--- src/rtl/rx_ddr_packer_if.sv ---
`timescale 1ns/1ps
`default_nettype none
// +--------------------------------------------------------------------------+
// | Module   : rx_ddr_packer_if                                              |
// | Purpose  : Word-level valid/ready bus between the receive byte packer    |
// |            and the DDR3 write path.                                      |
// | Signals  : wr_valid - word valid (producer)                              |
// |            wr_ready - word accepted (consumer)                           |
// |            wr_data  - 256-bit packed word, first byte in [7:0]           |
// |            wr_addr  - 25-bit word address                                |
// |            wr_last  - word ends a frame                                  |
// | Revision : 1.0 - initial release                                         |
// +--------------------------------------------------------------------------+
interface rx_ddr_packer_if;
  logic         wr_valid;
  logic         wr_ready;
  logic [255:0] wr_data;
  logic [24:0]  wr_addr;
  logic         wr_last;

  modport master (
    output wr_valid,
    output wr_data,
    output wr_addr,
    output wr_last,
    input  wr_ready
  );

  modport slave (
    input  wr_valid,
    input  wr_data,
    input  wr_addr,
    input  wr_last,
    output wr_ready
  );
endinterface
`default_nettype wire

--- src/rtl/rx_ddr_packer.sv ---
`timescale 1ns/1ps
`default_nettype none
// +--------------------------------------------------------------------------+
// | Module   : rx_ddr_packer                                                 |
// | Purpose  : Packs the voted receive byte stream into 256-bit words, tags  |
// |            the frame-ending word, assigns circular DDR3 word addresses   |
// |            and presents words on a valid/ready bus.                      |
// | Ports    : clk125MHz   - clock                                           |
// |            RST         - synchronous active-high reset                   |
// |            rx_en       - byte strobe, high for the whole frame           |
// |            rx_data     - received byte                                   |
// |            wr          - word bus (master side)                          |
// |            frame_count - frames committed with wr_last=1                 |
// |            word_count  - words accepted by the consumer                  |
// |            drop_count  - words discarded because the holder was busy     |
// | Revision : 1.0 - initial release                                         |
// +--------------------------------------------------------------------------+
module rx_ddr_packer #(
  parameter logic [24:0] BASE_ADDR  = 25'd0,
  parameter logic [24:0] ADDR_LIMIT = 25'h1FFFFFF,
  parameter logic [7:0]  PAD_BYTE   = 8'h00
) (
  input  logic                   clk125MHz,
  input  logic                   RST,
  input  logic                   rx_en,
  input  logic [7:0]             rx_data,
  rx_ddr_packer_if.master        wr,
  output logic [31:0]            frame_count,
  output logic [31:0]            word_count,
  output logic [31:0]            drop_count
);

  localparam logic [5:0] FULL_CNT = 6'd32;

  // Fill side
  logic [255:0] fill_q,     fill_d;
  logic [5:0]   fill_cnt_q, fill_cnt_d;
  logic         rx_en_d_q,  rx_en_d_d;

  // Holding (output) side
  logic         wr_valid_q, wr_valid_d;
  logic [255:0] wr_data_q,  wr_data_d;
  logic [24:0]  wr_addr_q,  wr_addr_d;
  logic         wr_last_q,  wr_last_d;
  logic [24:0]  addr_ctr_q, addr_ctr_d;

  logic [31:0]  frame_count_q, frame_count_d;
  logic [31:0]  word_count_q,  word_count_d;
  logic [31:0]  drop_count_q,  drop_count_d;

  logic         commit;
  logic         commit_last;
  logic [255:0] commit_data;
  logic         accept;

  always_comb begin
    fill_d      = fill_q;
    fill_cnt_d  = fill_cnt_q;
    rx_en_d_d   = rx_en;
    commit      = 1'b0;
    commit_last = 1'b0;
    commit_data = fill_q;

    if (rx_en) begin
      if (fill_cnt_q == FULL_CNT) begin
        // A full word is only released once another byte proves it is not
        // the frame's last word; that byte opens the next word in lane 0.
        commit         = 1'b1;
        fill_d[7:0]    = rx_data;
        fill_cnt_d     = 6'd1;
      end else begin
        for (int i = 0; i < 32; i++) begin
          if (fill_cnt_q[4:0] == 5'(i)) begin
            fill_d[i*8 +: 8] = rx_data;
          end
        end
        fill_cnt_d = fill_cnt_q + 6'd1;
      end
    end else if (rx_en_d_q && (fill_cnt_q != 6'd0)) begin
      // Frame end: lanes never written in this word are stale, so pad them.
      commit      = 1'b1;
      commit_last = 1'b1;
      for (int i = 0; i < 32; i++) begin
        if (6'(i) >= fill_cnt_q) begin
          commit_data[i*8 +: 8] = PAD_BYTE;
        end
      end
      fill_cnt_d = 6'd0;
    end
  end

  always_comb begin
    accept        = wr_valid_q && wr.wr_ready;
    wr_valid_d    = wr_valid_q && !accept;
    wr_data_d     = wr_data_q;
    wr_addr_d     = wr_addr_q;
    wr_last_d     = wr_last_q;
    addr_ctr_d    = addr_ctr_q;
    frame_count_d = frame_count_q;
    word_count_d  = word_count_q + {31'd0, accept};
    drop_count_d  = drop_count_q;

    if (commit) begin
      // The holder can take a new word when empty or when its current word
      // leaves this very cycle; otherwise the new word is lost.
      if (!wr_valid_q || accept) begin
        wr_valid_d = 1'b1;
        wr_data_d  = commit_data;
        wr_addr_d  = addr_ctr_q;
        wr_last_d  = commit_last;
        addr_ctr_d = (addr_ctr_q == ADDR_LIMIT) ? BASE_ADDR : addr_ctr_q + 25'd1;
        if (commit_last) begin
          frame_count_d = frame_count_q + 32'd1;
        end
      end else begin
        drop_count_d = drop_count_q + 32'd1;
      end
    end
  end

  always_ff @(posedge clk125MHz) begin
    if (RST) begin
      fill_q        <= '0;
      fill_cnt_q    <= 6'd0;
      rx_en_d_q     <= 1'b0;
      wr_valid_q    <= 1'b0;
      wr_data_q     <= '0;
      wr_addr_q     <= BASE_ADDR;
      wr_last_q     <= 1'b0;
      addr_ctr_q    <= BASE_ADDR;
      frame_count_q <= 32'd0;
      word_count_q  <= 32'd0;
      drop_count_q  <= 32'd0;
    end else begin
      fill_q        <= fill_d;
      fill_cnt_q    <= fill_cnt_d;
      rx_en_d_q     <= rx_en_d_d;
      wr_valid_q    <= wr_valid_d;
      wr_data_q     <= wr_data_d;
      wr_addr_q     <= wr_addr_d;
      wr_last_q     <= wr_last_d;
      addr_ctr_q    <= addr_ctr_d;
      frame_count_q <= frame_count_d;
      word_count_q  <= word_count_d;
      drop_count_q  <= drop_count_d;
    end
  end

  assign wr.wr_valid   = wr_valid_q;
  assign wr.wr_data    = wr_data_q;
  assign wr.wr_addr    = wr_addr_q;
  assign wr.wr_last    = wr_last_q;
  assign frame_count   = frame_count_q;
  assign word_count    = word_count_q;
  assign drop_count    = drop_count_q;

endmodule
`default_nettype wire
--- src/flat_wrapper.sv ---
// flat-port wrapper written by rule: the top's interface ports become plain ports
module rx_ddr_packer_flat 
#(
  parameter logic [24:0] BASE_ADDR  = 25'd0,
  parameter logic [24:0] ADDR_LIMIT = 25'h1FFFFFF,
  parameter logic [7:0]  PAD_BYTE   = 8'h00
)
  (clk125MHz, RST, rx_en, rx_data, frame_count, word_count, drop_count, wr_wr_valid, wr_wr_data, wr_wr_addr, wr_wr_last, wr_wr_ready);
  rx_ddr_packer_if wr_i ();
  input  logic clk125MHz;
  input  logic RST;
  input  logic rx_en;
  input  logic [7:0] rx_data;
  output logic [31:0] frame_count;
  output logic [31:0] word_count;
  output logic [31:0] drop_count;
  output wire logic [$bits(wr_i.wr_valid)-1:0] wr_wr_valid;
  output wire logic [$bits(wr_i.wr_data)-1:0] wr_wr_data;
  output wire logic [$bits(wr_i.wr_addr)-1:0] wr_wr_addr;
  output wire logic [$bits(wr_i.wr_last)-1:0] wr_wr_last;
  input wire logic [$bits(wr_i.wr_ready)-1:0] wr_wr_ready;
  assign wr_wr_valid = wr_i.wr_valid;
  assign wr_wr_data = wr_i.wr_data;
  assign wr_wr_addr = wr_i.wr_addr;
  assign wr_wr_last = wr_i.wr_last;
  assign wr_i.wr_ready = wr_wr_ready;
  rx_ddr_packer #(.BASE_ADDR(BASE_ADDR), .ADDR_LIMIT(ADDR_LIMIT), .PAD_BYTE(PAD_BYTE)) u_core (.clk125MHz(clk125MHz), .RST(RST), .rx_en(rx_en), .rx_data(rx_data), .wr(wr_i), .frame_count(frame_count), .word_count(word_count), .drop_count(drop_count));
endmodule
--- config.mk ---
export PLATFORM = sky130hd
export DESIGN_NAME = rx_ddr_packer_flat
export DESIGN_NICKNAME = d
export VERILOG_FILES = /design/src/rtl/rx_ddr_packer_if.sv /design/src/rtl/rx_ddr_packer.sv /design/src/flat_wrapper.sv
export SDC_FILE = /design/constraint.sdc
export NUM_CORES = 1
export LEC_CHECK = 0
export ABC_AREA = 1
export BUFFER_PORTS_ARGS = -buffer_cell sky130_fd_sc_hd__buf_2
export CAP_MARGIN = 0
export CELL_PAD_IN_SITES_DETAIL_PLACEMENT = 1
export CELL_PAD_IN_SITES_GLOBAL_PLACEMENT = 1
export CORE_UTILIZATION = 45
export DETAILED_ROUTE_END_ITERATION = 6
export PLACE_DENSITY_LB_ADDON = 0.1
export SKIP_CTS_REPAIR_TIMING = 1
export SLEW_MARGIN = 20
export SYNTH_ARGS = -nofsm -noshare
export SYNTH_HDL_FRONTEND = slang
export SYNTH_SLANG_ARGS = --single-unit
--- constraint.sdc ---
create_clock -name clk125MHz -period 4.3 [get_ports clk125MHz]
set_input_delay 0.86 -clock clk125MHz [delete_from_list [all_inputs] [get_ports clk125MHz]]
set_output_delay 0.86 -clock clk125MHz [all_outputs]
set_load 0.005 [all_outputs]
Yosys cells after proc, flatten, opt, wreduce, memory -nomap -nowiden --
Index checks and enable logic that the tools add are counted.
Word-level totals: flip-flop bits (word level) 667, bits in latches 0, RAM bits 0, memory bits (read-only) 0, bits of input ports 12, output and inout port bits 379, logic and storage cells 205, memories 0
Cells by class: add/subtract/negate cells 5, $mul 0, div/mod/pow operators 0, $lt $le $gt $ge 32, equal/unequal tests 33, shifts and indexed selects 0, multiplexer cells 46, bitwise gates (word level) 2, reductions and logical operators 45
Operators by type and width (number):
- 256-bit two-way mux | 2
- 8-bit two-way mux | 34
- 5-bit by 6-bit >= comparator with 1-bit output, first input constant | 16
- 3-bit AND reduction | 32
- 5-bit == test, second input constant | 16
- 32-bit by 1-bit adder with 32-bit output, second input constant | 2
- 4-bit by 6-bit >= comparator with 1-bit output, first input constant | 8
- 5-bit by 4-bit == test with 1-bit output, second input constant | 8
- 32-bit by 1-bit adder with 32-bit output | 1
- 25-bit by 1-bit adder with 25-bit output, second input constant | 1
- 25-bit == test, second input constant | 1
- 25-bit two-way mux | 1
- 3-bit by 6-bit >= comparator with 1-bit output, first input constant | 4
- 5-bit by 3-bit == test with 1-bit output, second input constant | 4
- 6-bit two-way mux | 3
- 1-bit by 6-bit >= comparator with 1-bit output, first input constant | 2
- 2-bit by 6-bit >= comparator with 1-bit output, first input constant | 2
- 5-bit by 2-bit == test with 1-bit output, second input constant | 2
- 6-bit by 1-bit adder with 6-bit output, second input constant | 1
- 6-bit == test, second input constant | 1
- 1-bit two-way mux | 6
- 2-bit AND reduction | 3
- 6-bit nonzero test | 1
- 5-bit by 1-bit == test with 1-bit output, second input constant | 1
- other kinds (6) | 11

Longest topological paths before layout --
depth after elaboration 5, mapped depth 13, depth with buffers taken out 12

Least setup slack after synthesis --
OpenSTA, ideal clock, no wires.
path type input-to-reg, start point input port wr_wr_ready, end point register u_core.word_count_q[20] (netlist: u_core.word_count[20]), library setup time 0.119 ns, arrival time 2.171 ns, data required time 4.181 ns, path slack 2.010 ns, cell stages on the path 11, buffers on the path 0, cell sequence nand2_1 inv_1 ha_1 ha_1 nand3_1 nor2_1 nand3_1 nor2_1 nand2_1 o21ai_0 a21oi_1
On the way: cells in the longest elaborated chain, start to end 2
Ends and longest elaborated chain:
- from (decl) | line flat_wrapper.sv:21 | input wire logic [$bits(wr_i.wr_ready)-1:0] wr_wr_ready;
- 1-bit logical AND | line rx_ddr_packer.sv:93 | accept = wr_valid_q && wr.wr_ready;
- 32-bit by 1-bit adder with 32-bit output | line rx_ddr_packer.sv:100 | word_count_d = word_count_q + {31'd0, accept};
- to (signal assigned) | line rx_ddr_packer.sv:144 | word_count_q <= word_count_d;
- to (decl) | line rx_ddr_packer.sv:48 | logic [31:0] word_count_q, word_count_d;
No other way between the ends. A chain may end at the register's enable or synchronous reset.

Worst setup path in the final report --
start point register u_core.fill_cnt_q[1], end point register u_core.fill_q[235]
On the way: cells in the longest elaborated chain, start to end 3, elaborated cells on any way between the ends 4, classes of those cells eq/ne (2); bitwise (1); reduce/logical (1)
Ends and longest elaborated chain:
- from (decl) | line rx_ddr_packer.sv:37 | logic [5:0] fill_cnt_q, fill_cnt_d;
- from (signal assigned) | line rx_ddr_packer.sv:136 | fill_cnt_q <= fill_cnt_d;
- 6-bit == test | line rx_ddr_packer.sv:65 | if (fill_cnt_q == FULL_CNT) begin
- 1-bit NOT (no source line)
- 3-bit AND reduction (no source line) *
- to (signal assigned) | line rx_ddr_packer.sv:135 | fill_q <= fill_d;
- to (decl) | line rx_ddr_packer.sv:36 | logic [255:0] fill_q, fill_d;
Mark *: on every way between the ends. The rest lies on a longest branch, timed or not.

==> flow_summary.yaml <==
clocking:
  path_clk_slew_ns: 0.06
  cts_buffer_depth: 3
  clkLatencyLatePin_ns: 0.61
  clkSinkCount: 667
  cts_root_buf: "clkbuf_16"
  cts_made_buffers: 75
  tritoncts: "done"
  h-tree-depth: 3
sta:
  hold_viol_final: 0
  fin_setup_tns_ns: 0
  tightest_slew_ns: 1.20
  rsz0062_at_grt: "false"
  setup_viol: 0
  skew_ns: 0.0150
  maxSlewViolCount: 0
  fmax_ghz: 0.309
  post-route-period-util_pct: 75.2
  relSlewSlack_pct: 19.9
  min_period_ns: 3.24
place:
  hpwl_mm: 61.3
  placed_area_mm2: 0.0295
  routabilityCongestion: 0.903
  io_buffers: 390
  place_inst: 4690
synth:
  avgSynthCellArea_um2: 7.34
  netlist_area_mm2: 0.0273
  synth-edff-count: 0
  syn_inst: 3717
  ys_seq_elements: 667
  ys.flop_type: "dfxtp_1"
  synth_cell_types: 39
  syn_nets: 3742
  ys_seq_area_share_pct: 48.9
  synthArstFlopShare_pct: 0
  ys_warn_count: 0
setup_path:
  crit_chain: "inv_1, ha_1, nand2_2, inv_2, nand2_1, nand2_1, nor2_4, buf_4, nand2_1, o21ai_0, a21oi_1"
  crit_required_ns: 4.78
  crit_type: "register to register"
  crit_path_end_kind: "register"
  path_delay_family: "simple AND/OR/NAND/NOR gates"
  cpMostUsedCell: "nand2_1"
  crit_buf_inv: 3
  critPathMaxFanout: 21
  worst_setup_path_start_kind: "register"
  max_stage_delay_ns: 0.54
  crit_slowest_cell: "dfxtp_1"
  critPathArrivalTime_ns: 3.71
floorplan:
  die_y_um: 248
  io_pins: 391
  fp.dieArea_mm2: 0.0617
  initial_utilization_pct: 45.9
  rows: 89
  die_x_um: 248
  core_area_mm2: 0.0595
finish:
  final_nets: 4019
  ff_latch_area_mm2: 0.0134
  layout.cells.most_common: "nand2_1"
  fill_cells: 7704
  n_antenna_cell: 0
  multi_input_comb_area_mm2: 0.0121
  stdcell_count: 4825
  area_growth_pct: 17.2
  final_cell_mix: "nand2_1, dfxtp_1, a21oi_1"
  fin_area_mm2: 0.0320
  drive_above_1_share_pct: 14.7
grt:
  grt_start_max_net_pins: 168
  grt_usage_pct: 29.7
  grt.overflow.total: 0
  grt_pass1_wl_mm: 145
  grt_pass1_vias: 25700
  antenna_found_initial: 0
detailed_routing:
  wl_mm: 93.4
  ant_nets: 0
  first_iter_violations: 1791
  vias: 26600
  first_pass_iters: 5
  drc: 0
  via_per_inst: 5.51
  post_drt_wl_per_cell_um: 19.4
power_and_ir_drop:
  peakVddDrop_mv: 0.343
  leakage_nw: 12.0
  power.density_mw_per_mm2: 414
job:
  maxCapViolCount: 0
worst_hold_path:
  hp-class: "register to register"
outcome:
  status: "complete, no violations"
==> cell usage after synthesis (9+ instances only) <==
library cell	instances	area, um2
nand3b_1	23	173
nor3_1	40	200
nor2_2	13	81.3
nand4_1	27	169
inv_1	168	631
o21ai_0	148	741
nor2_1	342	1280
xor2_1	24	210
buf_4	16	120
nand2_1	927	3480
nand3_1	428	2140
clkbuf_1	121	454
o21ai_1	11	55.1
ha_1	13	163
buf_6	22	248
buf_2	62	310
and3_1	9	56.3
dfxtp_1	667	13400
a31oi_1	10	62.6
nand2_2	15	93.8
a21oi_1	580	2900
==> final cells by class <==
cell class,instances,share of cell area (%)
Sequential cell,667,41.8
Multi-Input combinational cell,2648,38.0
Timing Repair Buffer,426,7.33
Clock buffer,110,7.01
Tap cell,773,3.02
Inverter,176,2.07
Clock inverter,25,0.825
==> power by group <==
group          switching (mW)  internal (mW)
sequential             0.0226           6.22
clock                    2.65           3.87
combinational           0.387         0.0885
==> path summary, 6_finish.rpt <==
path | to | depth (start not counted) | slack (ns) | from
setup / recovery | u_core.fill_q[235] | 11 | 1.06 | u_core.fill_cnt_q[1]
hold reg to reg | u_core.fill_q[14] | 2 | 0.45 | u_core.fill_q[14]
setup reg to reg | u_core.fill_q[235] | 11 | 1.06 | u_core.fill_cnt_q[1]
hold / removal | u_core.fill_q[14] | 2 | 0.45 | u_core.fill_q[14]
==> worst register-to-register path, stage by stage, from the launching register on <==
cell and delay [ns]:
dfxtp_1 0.54, inv_1 0.22, ha_1 0.29, nand2_2 0.10, inv_2 0.14, nand2_1 0.13, nand2_1 0.19, nor2_4 0.40
buf_4 0.33, nand2_1 0.38, o21ai_0 0.32, a21oi_1 0.06
==> cells by family after synthesis <==
group | count (synthesis) | share of synthesized area (%)
compound gates | 762 | 14.1
xor+xnor | 31 | 0.995
fa+ha+maj | 13 | 0.596
buf+inv | 402 | 6.72
flops | 667 | 48.9
simple gates | 1842 | 28.6
==> registers in the layout, summed over array words and instances (netlist names) <==
name / count
u_core.fill_q: 256
u_core.wr.wr_data: 256
u_core.drop_count: 32
u_core.frame_count: 32
u_core.word_count: 32
u_core.addr_ctr_q: 25
u_core.wr.wr_addr: 25
u_core.fill_cnt_q: 6
u_core.rx_en_d_q: 1
u_core.wr.wr_last: 1
u_core.wr.wr_valid: 1
==> metrics by stage <==
step	power, mW	setup WS [ns]	hold WS (ns)	util [%]
after floorplan	6.67	2.01	0.425	-
after global placement	6.84	1.10	0.438	49.6
after detailed placement	6.85	0.957	0.444	49.6
after CTS	13.3	1.11	0.453	53.8
after global routing	13.6	0.801	0.472	53.8
final	13.2	1.06	0.450	53.8
==> metal layers <==
layer | up-vias | global-route usage [%] | routed length, um
li1 | 12800 | - | -
met5 | - | 0 | 0
met1 | 13000 | 40.8 | 43100
met3 | 150 | 5.27 | 5100
met4 | 0 | 9.38 | 2640
met2 | 621 | 47.1 | 42600
(Power assumes the default switching activity.)
